--- config.mk ---
export PLATFORM = sky130hd
export DESIGN_NAME = sun_pll_lock_ctrl
export DESIGN_NICKNAME = d
export VERILOG_FILES = /design/src/rtl/sun_pll_lock_ctrl.sv
export SDC_FILE = /design/constraint.sdc
export NUM_CORES = 1
export LEC_CHECK = 0
export CAP_MARGIN = 10
export CORE_MARGIN = 2
export CORE_UTILIZATION = 55
export DETAILED_ROUTE_END_ITERATION = 6
export DONT_BUFFER_PORTS = 1
export PLACE_DENSITY = 0.73
export SYNTH_ARGS = -nofsm -noshare
export SYNTH_HDL_FRONTEND = slang
export SYNTH_SLANG_ARGS = --single-unit
export TNS_END_PERCENT = 1
--- constraint.sdc ---
create_clock -name CK_REF -period 2.5 [get_ports CK_REF]
set_input_delay 0.5 -clock CK_REF [delete_from_list [all_inputs] [get_ports CK_REF]]
set_output_delay 0.5 -clock CK_REF [all_outputs]
set_load 0.005 [all_outputs]
--- src/rtl/sun_pll_lock_ctrl.sv ---
// -----------------------------------------------------------------------------
// sun_pll_lock_ctrl
//
// Power-up sequencer and frequency lock detector for SUN_PLL. The block runs
// entirely on the reference clock. It raises PWRUP_1V8, waits a settle time,
// and then counts both edges of the prescaled feedback clock FB_DIV in
// fixed-length measurement windows. LOCKED is reported after LOCK_WIN
// consecutive in-tolerance windows. FAIL is reported after TIMEOUT_WIN bad
// windows without lock.
//
// Optional feature macro: SUN_PLL_LOCK_AUTORETRY_EN
//   When defined, FAIL keeps PWRUP_1V8 low for SETTLE_CYC cycles and then
//   re-enters power-up automatically. The 4th failure is sticky until EN=0.
//   When undefined, FAIL is terminal until EN=0.
//
// Ports
//   CK_REF     in   reference clock, the only clock of this block
//   RST        in   synchronous reset, active-high, has priority over EN
//   EN         in   PLL enable request (CK_REF domain)
//   FB_DIV     in   prescaled feedback clock, asynchronous to CK_REF
//   PWRUP_1V8  out  PLL power-up (registered)
//   LOCKED     out  PLL frequency locked (registered)
//   FAIL       out  lock timeout (registered)
// -----------------------------------------------------------------------------
module sun_pll_lock_ctrl #(
   parameter int SETTLE_CYC  = 256,
   parameter int WIN_CYC     = 512,
   parameter int FB_PRESCALE = 16,
   parameter int TOL         = 2,
   parameter int LOCK_WIN    = 4,
   parameter int TIMEOUT_WIN = 64
) (
   input  logic CK_REF,
   input  logic RST,
   input  logic EN,
   input  logic FB_DIV,
   output logic PWRUP_1V8,
   output logic LOCKED,
   output logic FAIL
);

   // Expected edge count per window (both edges of FB_DIV are counted).
   localparam int EXP_EDGES = 2 * WIN_CYC / FB_PRESCALE;
   localparam int SAT_EDGES = 2 * EXP_EDGES;
   localparam int LO_EDGES  = (EXP_EDGES > TOL) ? EXP_EDGES - TOL : 0;
   localparam int HI_EDGES  = (EXP_EDGES + TOL < SAT_EDGES) ? EXP_EDGES + TOL : SAT_EDGES;

   localparam int SETTLE_W = $clog2(SETTLE_CYC + 1);
   localparam int WIN_W    = $clog2(WIN_CYC + 1);
   localparam int EDGE_W   = $clog2(SAT_EDGES + 1);
   localparam int GOOD_W   = $clog2(LOCK_WIN + 1);
   localparam int TMO_W    = $clog2(TIMEOUT_WIN + 1);

   typedef enum logic [2:0] {
      ST_OFF,
      ST_PWRUP,
      ST_MEASURE,
      ST_LOCKED,
      ST_FAIL
   } state_t;

   state_t state, state_nxt;

   logic [SETTLE_W-1:0] settle_cnt, settle_nxt;
   logic [WIN_W-1:0]    win_cnt, win_nxt;
   logic [EDGE_W-1:0]   edge_cnt, edge_nxt;
   logic [GOOD_W-1:0]   good_run, good_nxt;
   logic [TMO_W-1:0]    timeout_cnt, timeout_nxt;

   logic pwrup_nxt, locked_nxt, fail_nxt;

`ifdef SUN_PLL_LOCK_AUTORETRY_EN
   logic [1:0] retry_cnt, retry_nxt;
   logic       fail_hold, fail_hold_nxt;
`endif

   // --------------------------------------------------------------------------
   // FB_DIV synchronizer and edge detector. A level change on FB_DIV shows up
   // as a one-cycle edge pulse that is counted on the 3rd CK_REF edge.
   // --------------------------------------------------------------------------
   logic fb_meta, fb_sync, fb_last;
   logic fb_edge;

   // NOTE: sequential state is written with non-blocking assignments only, so
   // every flop samples the values from before the clock edge.
   always_ff @(posedge CK_REF) begin
      if (RST) begin
         fb_meta <= 1'b0;
         fb_sync <= 1'b0;
         fb_last <= 1'b0;
      end else begin
         fb_meta <= FB_DIV;
         fb_sync <= fb_meta;
         fb_last <= fb_sync;
      end
   end

   assign fb_edge = fb_sync ^ fb_last;

   // --------------------------------------------------------------------------
   // Window evaluation. The edge seen in the last cycle of a window belongs to
   // that window, so the verdict uses the count including the current edge.
   // --------------------------------------------------------------------------
   logic              win_last;
   logic [EDGE_W-1:0] win_total;
   logic              win_good;
   logic [GOOD_W-1:0] good_inc;
   logic [TMO_W-1:0]  timeout_inc;

   assign win_last    = (win_cnt == WIN_W'(WIN_CYC - 1));
   assign win_total   = (edge_cnt == EDGE_W'(SAT_EDGES)) ? edge_cnt
                                                         : edge_cnt + EDGE_W'(fb_edge);
   assign win_good    = (win_total >= EDGE_W'(LO_EDGES)) && (win_total <= EDGE_W'(HI_EDGES));
   assign good_inc    = good_run + GOOD_W'(1);
   assign timeout_inc = timeout_cnt + TMO_W'(1);

   // --------------------------------------------------------------------------
   // Next-state and counter logic.
   // --------------------------------------------------------------------------
   always_comb begin
      // NOTE: every signal written here gets a default first, so no path can
      // leave one unassigned and infer a latch.
      state_nxt   = state;
      settle_nxt  = settle_cnt;
      win_nxt     = win_cnt;
      edge_nxt    = edge_cnt;
      good_nxt    = good_run;
      timeout_nxt = timeout_cnt;
`ifdef SUN_PLL_LOCK_AUTORETRY_EN
      retry_nxt     = retry_cnt;
      fail_hold_nxt = fail_hold;
`endif

      if (!EN) begin
         // Dropping EN wins over any window verdict in the same cycle.
         state_nxt   = ST_OFF;
         settle_nxt  = '0;
         win_nxt     = '0;
         edge_nxt    = '0;
         good_nxt    = '0;
         timeout_nxt = '0;
`ifdef SUN_PLL_LOCK_AUTORETRY_EN
         retry_nxt     = '0;
         fail_hold_nxt = 1'b0;
`endif
      end else begin
         case (state)
            ST_OFF: begin
               state_nxt  = ST_PWRUP;
               settle_nxt = '0;
            end

            ST_PWRUP: begin
               if (settle_cnt == SETTLE_W'(SETTLE_CYC - 1)) begin
                  state_nxt   = ST_MEASURE;
                  settle_nxt  = '0;
                  win_nxt     = '0;
                  edge_nxt    = '0;
                  good_nxt    = '0;
                  timeout_nxt = '0;
               end else begin
                  settle_nxt = settle_cnt + SETTLE_W'(1);
               end
            end

            ST_MEASURE, ST_LOCKED: begin
               if (win_last) begin
                  // Window counter wraps; the next window's first-cycle edge
                  // is added on top of zero.
                  win_nxt  = '0;
                  edge_nxt = '0;
                  if (state == ST_MEASURE) begin
                     if (win_good) begin
                        good_nxt = good_inc;
                        if (good_inc == GOOD_W'(LOCK_WIN)) begin
                           state_nxt = ST_LOCKED;
                        end
                     end else begin
                        good_nxt    = '0;
                        timeout_nxt = timeout_inc;
                        if (timeout_inc == TMO_W'(TIMEOUT_WIN)) begin
                           state_nxt  = ST_FAIL;
                           settle_nxt = '0;
`ifdef SUN_PLL_LOCK_AUTORETRY_EN
                           // Entries 1..3 retry; the 4th entry is sticky.
                           fail_hold_nxt = (retry_cnt == 2'd3);
                           if (retry_cnt != 2'd3) begin
                              retry_nxt = retry_cnt + 2'd1;
                           end
`endif
                        end
                     end
                  end else if (!win_good) begin
                     // Loss of lock: restart the lock search from scratch.
                     state_nxt   = ST_MEASURE;
                     good_nxt    = '0;
                     timeout_nxt = '0;
                  end
               end else begin
                  win_nxt  = win_cnt + WIN_W'(1);
                  edge_nxt = win_total;
               end
            end

            ST_FAIL: begin
`ifdef SUN_PLL_LOCK_AUTORETRY_EN
               if (!fail_hold) begin
                  if (settle_cnt == SETTLE_W'(SETTLE_CYC - 1)) begin
                     state_nxt  = ST_PWRUP;
                     settle_nxt = '0;
                  end else begin
                     settle_nxt = settle_cnt + SETTLE_W'(1);
                  end
               end
`else
               state_nxt = ST_FAIL;
`endif
            end

            default: begin
               state_nxt = ST_OFF;
            end
         endcase
      end

      // Outputs are registered copies decoded from the next state, so each
      // one changes on the same edge as the state it reflects.
      pwrup_nxt  = (state_nxt == ST_PWRUP) || (state_nxt == ST_MEASURE) ||
                   (state_nxt == ST_LOCKED);
      locked_nxt = (state_nxt == ST_LOCKED);
      fail_nxt   = (state_nxt == ST_FAIL);
   end

   // --------------------------------------------------------------------------
   // State, counter and output registers.
   // --------------------------------------------------------------------------
   always_ff @(posedge CK_REF) begin
      if (RST) begin
         state       <= ST_OFF;
         settle_cnt  <= '0;
         win_cnt     <= '0;
         edge_cnt    <= '0;
         good_run    <= '0;
         timeout_cnt <= '0;
         PWRUP_1V8   <= 1'b0;
         LOCKED      <= 1'b0;
         FAIL        <= 1'b0;
      end else begin
         state       <= state_nxt;
         settle_cnt  <= settle_nxt;
         win_cnt     <= win_nxt;
         edge_cnt    <= edge_nxt;
         good_run    <= good_nxt;
         timeout_cnt <= timeout_nxt;
         PWRUP_1V8   <= pwrup_nxt;
         LOCKED      <= locked_nxt;
         FAIL        <= fail_nxt;
      end
   end

`ifdef SUN_PLL_LOCK_AUTORETRY_EN
   always_ff @(posedge CK_REF) begin
      if (RST) begin
         retry_cnt <= '0;
         fail_hold <= 1'b0;
      end else begin
         retry_cnt <= retry_nxt;
         fail_hold <= fail_hold_nxt;
      end
   end
`endif

endmodule

## After elaboration in Yosys (flattened, before gate mapping)

Index checks and enable logic that the tools add are counted.
W data, S select, Z words.

- Word-level logic and storage cells: 86
- Bits of input ports: 4
- Bits in registers: 46
- Output and inout bits: 3

- Equal/unequal tests: 19
- Muxes and demuxes: 34
- Reductions and logical operators: 12
- $add $sub $neg: 5
- Magnitude comparators: 2
- Bitwise logic cells: 2

Operators by type and width:

| operator | count |
|---|---|
| $mux W9 | 5 |
| $mux W3 | 13 |
| $mux W7 | 5 |
| $pmux W9 S3 | 1 |
| $mux W8 | 3 |
| $mux W10 | 2 |
| $pmux W10 S2 | 1 |
| $pmux W8 S2 | 1 |
| $pmux W7 S2 | 1 |
| $eq A3 B2 Y1 const B | 4 |
| $pmux W3 S4 | 1 |
| $add A10 B1 Y10 const B | 1 |
| $eq A10 B9 Y1 const B | 1 |
| $ne A2 B2 Y1 const B | 5 |
| $add A9 B1 Y9 const B | 1 |
| $eq A3 B3 Y1 const B | 3 |
| $eq A9 B8 Y1 const B | 1 |
| $add A8 B1 Y8 | 1 |
| $eq A8 B8 Y1 const B | 1 |
| $ge A8 B6 Y1 const B | 1 |
| $le A8 B7 Y1 const B | 1 |
| $reduce_and A4 Y1 | 2 |
| $add A7 B1 Y7 const B | 1 |
| $eq A7 B7 Y1 const B | 1 |
| other kinds (14) | 17 |

## Depth between registers and ports, before layout

Gate-level depths: netlist (run 1).

- Depth in word-level cells: 13
- Depth in mapped cells: 9
- Depth with buffers taken out: 9

## Least setup slack after synthesis (run 1)

No wires, ideal clock.

- Kind: register -> register
- From: register fb_last
- To: register settle_cnt[6]
- Arrival time: 2.453 ns
- Data required time: 2.412 ns
- Setup time: 0.088 ns
- Period minus slack after synthesis: 2.541 ns
- Setup slack: -0.041 ns
- Path buffers: 0
- Stages on the path, launching flop included: 10
- Cells stage by stage: dfxtp_1 xor2_1 ha_1 ha_1 and2_1 or4_1 a311oi_2 a211o_4 o22ai_4 a311oi_2

- Cells in the longest elaborated chain, start to end: 7
- Elaborated cells between the ends (all ways): 8
- Those cells by class: add/sub (1); order compare (2); eq/ne (1); mux (1); bitwise (1); reduce/logical (2)

RTL lines:

| item | line | text |
|---|---|---|
| from (decl) | 81 | `logic fb_meta, fb_sync, fb_last;` |
| from (signal assigned) | 94 | `fb_last <= fb_sync;` |
| $xor A1 B1 Y1 * | 98 | `assign fb_edge = fb_sync ^ fb_last;` |
| $add A8 B1 Y8 * | 112 | `: edge_cnt + EDGE_W'(fb_edge);` |
| $mux W8 * | 111 | `assign win_total = (edge_cnt == EDGE_W'(SAT_EDGES)) ? edge_cnt` |
| $ge A8 B6 Y1 / $le A8 B7 Y1 (equally long branches) | 113 | `assign win_good = (win_total >= EDGE_W'(LO_EDGES)) && (win_total <= EDGE_W'(HI_EDGES));` |
| $logic_and A1 B1 Y1 * | 113 |  |
| $ne A2 B2 Y1 (no line) * | - |  |
| $reduce_and A5 Y1 (no line) * | - |  |
| to (signal assigned) | 250 | `settle_cnt <= settle_nxt;` |
| to (decl) | 64 | `logic [SETTLE_W-1:0] settle_cnt, settle_nxt;` |

Every way passes the cells marked *; elsewhere a longest branch is shown, timed or not.
A chain may end at the register's enable or synchronous reset.

## Final worst setup path (run 1)

- From: register fb_sync
- To: register settle_cnt[6]

- Cells in the longest elaborated chain, start to end: 7
- Elaborated cells between the ends (all ways): 8
- Those cells by class: add/sub (1); order compare (2); eq/ne (1); mux (1); bitwise (1); reduce/logical (2)

RTL lines:

| item | line | text |
|---|---|---|
| from (decl) | 81 |  |
| from (signal assigned) | 93 | `fb_sync <= fb_meta;` |
| $xor A1 B1 Y1 * | 98 |  |
| $add A8 B1 Y8 * | 112 |  |
| $mux W8 * | 111 |  |
| $ge A8 B6 Y1 / $le A8 B7 Y1 (equally long branches) | 113 |  |
| $logic_and A1 B1 Y1 * | 113 |  |
| $ne A2 B2 Y1 (no line) * | - |  |
| $reduce_and A5 Y1 (no line) * | - |  |

Marked as above.

==> reports/metrics.cfg, run 1 <==
[timing]
period_needed_ns = 2.547
finalHoldViolCount = 0
timing.final.ws_setup_ns = -0.04732
max_slew_margin_pct = 50.54
fin_worst_skew_ns = 0.004650
worstMarginPinSlew_ns = 0.7370
rsz0062_at_grt = yes
fin_crit_sh_pct = 101.9
fmaxAchievable_ghz = 0.3926
setup_viol = 6
whs_ns = 0.2540
maxSlewViolCount = 0

[grt]
antenna_found_initial = 0
grt_max_degree = 22
gr-total-overflow = 0
grt_pass1_wl_um = 9825
grt_pass1_vias = 2056
grt_use_total_pct = 23.59

[synth]
yosys.area.top_type_share_pct = 36.13
netlist-cell-type-count = 55
ys_ff_latch = 46
synth_ff_type = dfxtp_1
synthArstFlopShare_pct = 0
yosys-top-cells-area = dfxtp_1, nand2_1, nor2_1, nand3_1, ha_1
synth_edf_count = 0
synth_nets = 332
yosysTopAreaCell = dfxtp_1
synth_most_common_cell = dfxtp_1
syn-cell-area_sq_um = 2549
ys_warn_count = 0
synthTopCellsByCount = dfxtp_1, nand2_1, nor2_1
postSynthAreaPerCell_sq_um = 7.940
yosysSeqAreaShare_pct = 36.13
syn_inst = 321

[worst_hold_path]
min_from = RST
hold_depth = 1
hold_class = input port to flip-flop

[run_status]
violations = negative setup slack
status = complete, but fails checks

[setup_path]
criticalPathCategory = flip-flop to flip-flop
start_kind = flip-flop
crit_arrival_ns = 2.76
required_ns = 2.71
critical_path.max_fanout = 9
timing.rr.start = fb_sync
endpoint_kind = flip-flop
startpoint = fb_sync
ff2ff_path_depth = 9

[die]
die_area_sq_um = 5195
die_x_um = 72.08
rows = 24
die_h_um = 72.08
core_area_sq_um = 4414
ios = 7
start_util_pct = 57.74

[flow_run]
max-cap-violations = 0

[clock_network]
h-tree-depth = 2
path_clk_slew_ns = 0.09
cts_buffers = 5
cts.sinks = 46
cts_tree = done
root_buffer = clkbuf_8
clkLatencyLatePin_ns = 0.30
clockBufferDepth = 2

[drt]
first_iter_violations = 205
vias_per_cell = 6.234
ant_nets = 0
wl_per_cell_um = 15.45
wl_um = 5931
vias = 2394
firstDrtPassIters = 5
drc = 0

[power_and_ir_drop]
p_per_area_nw_per_um2 = 457.0
max-vdd-ir-drop_mv = 0.3078
leakagePower_nw = 0.9240

[layout]
antennaDiodeCount = 0
utilization_pct = 65.25
drive_above_1_share_pct = 16.27
final_area_sq_um = 2880
synthToLayoutAreaGrowth_pct = 13.01
nets = 342

[placement]
dpl.hpwl_um = 3956
gp_congestion = 0.9177
post_dp_cell_area_sq_um = 2681
portBuffers = 0

## critical path, cell delays in order, from the launching register on
cell,delay [ns]
dfxtp_2,0.34
xor2_2,0.18
ha_4,0.18
ha_4,0.22
and2_4,0.16
or4_4,0.43
a311oi_4,0.34
a211o_4,0.24
o22ai_4,0.12
a311oi_2,0.25
## cell type report
cell class	count	area [sq um]
clock buffer	6	82.58
clock inverter	2	12.51
fill	383	1534
inverter	5	18.77
multi-input combinational	255	1643
sequential	46	923.4
tap	52	65.06
timing repair buffer	18	135.1
## placed cells by master, fill, tap and decap left out, types with 3 or more instances in the layout
cell type  netlist  final
nor3_1          12     12
nand4_1          6      6
nor2b_1          8      8
o211ai_1         3      3
or2_2            4      4
nand2b_1         8      8
o21ai_1          1      3
o21ai_0         17     14
a21oi_1         10     10
buf_4            0     18
or3_1            5      5
nand2_1         44     42
clkbuf_8         0      6
ha_1             7      5
a311oi_1         4      4
nor4_1           3      3
dfxtp_1         46     44
xnor2_1          5      5
xor2_1           4      3
inv_1            5      5
nand3_1         21     21
nor2_1          39     39
a31oi_1          9      9
a22oi_1          3      3
## cells by family after synthesis
| kind of cell | Yosys count | synth area share [%] |
|---|---|---|
| AO/OA/AOI/OAI | 69 | 20.23 |
| XOR/XNOR | 9 | 3.093 |
| adder cells (fa/ha/maj) | 7 | 3.436 |
| buffers and inverters | 20 | 3.535 |
| flip-flops | 46 | 36.13 |
| multiplexers | 1 | 0.3928 |
| AND/OR/NAND/NOR | 169 | 33.19 |
## per-stage QoR
step	setup WS (ns)	instances	power [mW]	setup TNS, ns
3_3_place_gp	-0.04311	373	0.8422	-0.1204
5_1_grt	-0.1758	384	1.361	-1.725
3_5_place_dp	-0.08732	373	0.8418	-0.4553
6_report	-0.04732	384	1.316	-0.1715
2_1_floorplan	0.06327	321	0.8174	0
4_1_cts	-0.09201	381	1.319	-0.6061
## repair_timing
item	4_1_cts	5_1_grt
gates cloned	0	0
setup buffers	0	3
endpoints found under the setup margin	18	22
gates resized for setup	5	12
endpoints found under the hold margin	0	0
pin swaps	1	6
hold buffers	0	0
## state kept, by name, indices dropped and copies added (netlist names)
| signal | count |
|---|---|
| fb_meta | 1 |
| state | 3 |
| win_cnt | 10 |
| timeout_cnt | 7 |
| PWRUP_1V8 | 1 |
| FAIL | 1 |
| fb_last | 1 |
| edge_cnt | 8 |
| good_run | 3 |
| fb_sync | 1 |
| LOCKED | 1 |
| settle_cnt | 9 |
## path summary, 6_finish.rpt
path,end,slack (ns)
max reg2reg,settle_cnt[6],-0.05
min reg2reg,fb_sync,0.45
min,fb_last,0.25
max,settle_cnt[6],-0.05
## metal layers
metal | vias to the layer above | global-route usage, % | routed length (um)
li1 | 1183 | - | -
met1 | 1130 | 33.89 | 2828
met2 | 68 | 36.29 | 2775
met3 | 13 | 4.306 | 242
met4 | 0 | 6.709 | 85
met5 | - | 0 | 0
## power breakdown
| part | total [mW] | internal (mW) | switching (mW) |
|---|---|---|---|
| logic | 0.0883 | 0.0282 | 0.0600 |
| registers | 0.744 | 0.739 | 0.00499 |
| clock network | 0.484 | 0.223 | 0.262 |
(Power assumes the default switching activity.)
==> inputs of run 2 (changes only) <==
CORE_MARGIN = unset   (was 2)
DONT_BUFFER_PORTS = unset   (was 1)
PLACE_DENSITY = 0.75   (was 0.73)
TNS_END_PERCENT = unset   (was 1)
==> reports/metrics.cfg, run 2 (same netlist as run 1, synthesis figures left out) <==
[placement]
dpl_worst_slack_ns = -0.08909
portBuffers = 6
dpl.hpwl_um = 4013
gp_congestion = 0.9270
post_dp_cell_area_sq_um = 2764

[die]
rows = 24
die_x_um = 70.08
die_area_sq_um = 4911
start_util_pct = 57.74
ios = 7
core_area_sq_um = 4414
die_h_um = 70.08

[grt]
antenna_found_initial = 0
grt_pass1_vias = 2088
grt_max_degree = 22
grt_use_total_pct = 24.49
gr-total-overflow = 0
grt_pass1_wl_um = 9742

[timing]
rsz0062_at_grt = yes
setup_viol = 2
worstMarginPinSlew_ns = 0.5375
period_needed_ns = 2.543
max_slew_margin_pct = 63.70
finalHoldViolCount = 0
fin_worst_skew_ns = 0.005434
whs_ns = 0.4525
maxSlewViolCount = 0
fin_crit_sh_pct = 101.7
timing.final.ws_setup_ns = -0.04258
fmaxAchievable_ghz = 0.3933
timing.setup.tns_ns = -0.04877

[flow_run]
max-cap-violations = 0

[setup_path]
critPathMaxStageDelay_ns = 0.44
path_cells = xor2_2 > ha_2 > ha_4 > and2_4 > or4_4 > a311oi_4 > a211o_4 > o22ai_4 > a311oi_2
required_ns = 2.71
cpMaxStageDelayCell = or4_4
ff2ff_path_depth = 9
critical_path.max_fanout = 6
start_kind = flip-flop
rrSetupSlack_ns = -0.04
cp_top_family = compound AO/OA/AOI/OAI gates
criticalPathCategory = flip-flop to flip-flop
crit_cells = 9
path_buf_inv = 0
endpoint_kind = flip-flop
crit_arrival_ns = 2.76

[clock_network]
h-tree-depth = 2
cts.sinks = 46
cts_buffers = 5
root_buffer = clkbuf_8
path_clk_slew_ns = 0.09
clockBufferDepth = 2
clkLatencyLatePin_ns = 0.30
cts_tree = done

[layout]
fill_cells = 375
largest_reg_flops = 10
nets = 350
final_area_sq_um = 2940
largest-register = win_cnt
antennaDiodeCount = 0
drive_above_1_share_pct = 16.18
final_cell_mix = dfxtp_1, nand2_1, nor2_1
reg.largest.list = win_cnt: 10 flops, settle_cnt: 9 flops, edge_cnt: 8 flops
utilization_pct = 66.61
synthToLayoutAreaGrowth_pct = 15.37

[drt]
wl_um = 5650
drc = 0
vias = 2329
firstDrtPassIters = 4
first_iter_violations = 167
ant_nets = 0
vias_per_cell = 5.941
wl_per_cell_um = 14.41

[run_status]
violations = negative setup slack
status = complete, but fails checks

[power_and_ir_drop]
p_per_area_nw_per_um2 = 446.8
max-vdd-ir-drop_mv = 0.3787
leakagePower_nw = 0.9533

[worst_hold_path]
hold_class = flip-flop to flip-flop
hold_depth = 1

-- run 2: per-layer routing --
metal  global-route usage (%)  up-vias  share of wire [%]
met4                    6.000        0               0.90
met5                        0        -                  0
met1                    34.27     1081                 50
met2                    38.78       43                 45
met3                    4.762        4                4.1
li1                         -     1201                  -
-- run 2: final cells by class --
class	count	area, sq um	share of cell area, %
Multi-Input combinational cell	256	1639	55.74
Tap cell	52	65.06	2.213
Timing Repair Buffer	25	202.7	6.894
Inverter	5	18.77	0.6383
Clock inverter	1	5.005	0.1702
Clock buffer	7	86.33	2.936
Sequential cell	46	923.4	31.40
-- run 2: timing repair --
action | in CTS | in global routing
pin swaps | 8 | 12
endpoints found under the setup margin | 13 | 24
setup buffers | 1 | 0
resized for setup | 6 | 12
endpoints found under the hold margin | 0 | 0
cloned | 1 | 0
hold buffers | 0 | 0
-- run 2: through the flow --
stage	instances	power, mW
after floorplan	321	0.8174
final	392	1.314
after global placement	382	0.8511
after detailed placement	382	0.8518
after global routing	392	1.360
after CTS	392	1.323
-- run 2: where the power goes --
group / total (mW) / internal (mW) / switching [mW]
logic: 0.0972 / 0.0369 / 0.0603
registers: 0.743 / 0.738 / 0.00469
clock network: 0.473 / 0.223 / 0.250
-- run 2: final timing paths --
path / end / start
worst max-delay path: settle_cnt[2] / fb_sync
worst min register to register: fb_sync / fb_meta
worst min-delay path: fb_sync / fb_meta
worst max register to register: settle_cnt[2] / fb_sync
==> inputs of run 3 (changes only) <==
CORE_MARGIN = 3   (was unset)
==> reports/metrics.cfg, run 3 (same netlist as run 1, synthesis figures left out) <==
[layout]
largest_reg_flops = 10
nets = 349
final_area_sq_um = 2967
fill_cells = 370
drive_above_1_share_pct = 15.63
final_common_cell = dfxtp_1
reg.largest.list = win_cnt: 10 flops, settle_cnt: 9 flops, edge_cnt: 8 flops
largest-register = win_cnt
post_layout_nonfiller_instances = 391
utilization_pct = 67.21
final_cell_mix = dfxtp_1, nand2_1, nor2_1
antennaDiodeCount = 0
synthToLayoutAreaGrowth_pct = 16.40

[clock_network]
root_buffer = clkbuf_8
cts_hold_buffers = 0
cts.sinks = 46
clkLatencyLatePin_ns = 0.30
h-tree-depth = 2
path_clk_slew_ns = 0.09
cts_tree = done
cts_buffers = 5
clockBufferDepth = 2

[die]
die_h_um = 74.08
core_area_sq_um = 4414
start_util_pct = 57.74
die_x_um = 74.08
ios = 7
die_area_sq_um = 5487
rows = 24

[timing]
whs_ns = 0.4703
fin_crit_sh_pct = 102.0
period_needed_ns = 2.550
fmaxAchievable_ghz = 0.3922
setup_viol = 7
timing.final.ws_setup_ns = -0.04979
finalHoldViolCount = 0
maxSlewViolCount = 0
timing.setup.tns_ns = -0.1952
rsz0062_at_grt = yes
fin_worst_skew_ns = 0.008683
max_slew_margin_pct = 66.25
worstMarginPinSlew_ns = 0.5056

[setup_path]
criticalPathCategory = flip-flop to flip-flop
endpoint_kind = flip-flop
cpMaxStageDelayCell = or4_4
critPathMaxStageDelay_ns = 0.44
start_kind = flip-flop
crit_arrival_ns = 2.77
critical_path.max_fanout = 6
required_ns = 2.72
path_cells = xor2_1 > ha_2 > ha_4 > and2_4 > or4_4 > a311oi_4 > a211o_4 > o22ai_4 > a311oi_2

[drt]
vias_per_cell = 6.217
drt-met1-wl_um = 2836
wl_met2_um = 2759
drc = 0
wl_met3_um = 246
wl_per_cell_um = 15.21
first_iter_violations = 275
wl_um = 5949
ant_nets = 0
vias = 2431
firstDrtPassIters = 5
top_layer = met4

[power_and_ir_drop]
max-vdd-ir-drop_mv = 0.3357
p_per_area_nw_per_um2 = 466.9
leakagePower_nw = 0.9843
finalPower_mw = 1.385

[run_status]
status = complete, but fails checks
violations = negative setup slack

[placement]
dpl_worst_slack_ns = -0.04441
portBuffers = 6
gp_congestion = 0.9217
dpl.hpwl_um = 4076
post_dp_cell_area_sq_um = 2749
placed_cells = 380

[grt]
antenna_found_initial = 0
grt_use_total_pct = 23.37
grt_pass1_vias = 2206
gr-total-overflow = 0
grt_pass1_wl_um = 10140
grt_max_degree = 22

[worst_hold_path]
hold_class = flip-flop to flip-flop

[flow_run]
max-cap-violations = 0

run 3: per-layer routing:
layer | up-vias | GRT usage [%]
met5 | - | 0
met4 | 0 | 7.445
met3 | 12 | 5.135
met2 | 65 | 37.01
met1 | 1155 | 31.73
li1 | 1199 | -
run 3: layout make-up:
class | instances | area (sq um) | share of cell area [%]
timing repair buffer | 24 | 195.2 | 6.579
inverter | 5 | 18.77 | 0.6326
sequential | 46 | 923.4 | 31.13
tap | 52 | 65.06 | 2.193
clock buffer | 7 | 76.32 | 2.573
clock inverter | 1 | 30.03 | 1.012
multi-input combinational | 256 | 1658 | 55.88
run 3: report_power, final:
part / total, mW / switching (mW) / internal (mW)
clock: 0.545 / 0.246 / 0.299
combinational: 0.0940 / 0.0586 / 0.0354
sequential: 0.746 / 0.00768 / 0.738
total: 1.39 / 0.312 / 1.07
run 3: path summary, 6_finish.rpt:
kind,start,endpoint,slack [ns],cells after the start
setup reg to reg,fb_sync,settle_cnt[2],-0.05,9
hold reg to reg,fb_sync,fb_last,0.47,1
hold / removal,fb_sync,fb_last,0.47,1
setup / recovery,fb_sync,settle_cnt[2],-0.05,9
run 3: worst max-delay path, delay by kind of cell (launching register included):
kind / cells / cell delay, ns
adder cells (fa/ha/maj): 2 / 0.45
flip-flops: 1 / 0.33
XOR/XNOR: 1 / 0.16
AND/OR/NAND/NOR: 2 / 0.59
AO/OA/AOI/OAI: 4 / 0.94
run 3: repair_timing:
action	in CTS	in global routing
cloned	1	0
endpoints found under the hold margin	0	0
pin swaps	6	8
buffers inserted	1	1
setup endpoints to repair	13	24
resized for setup	7	13
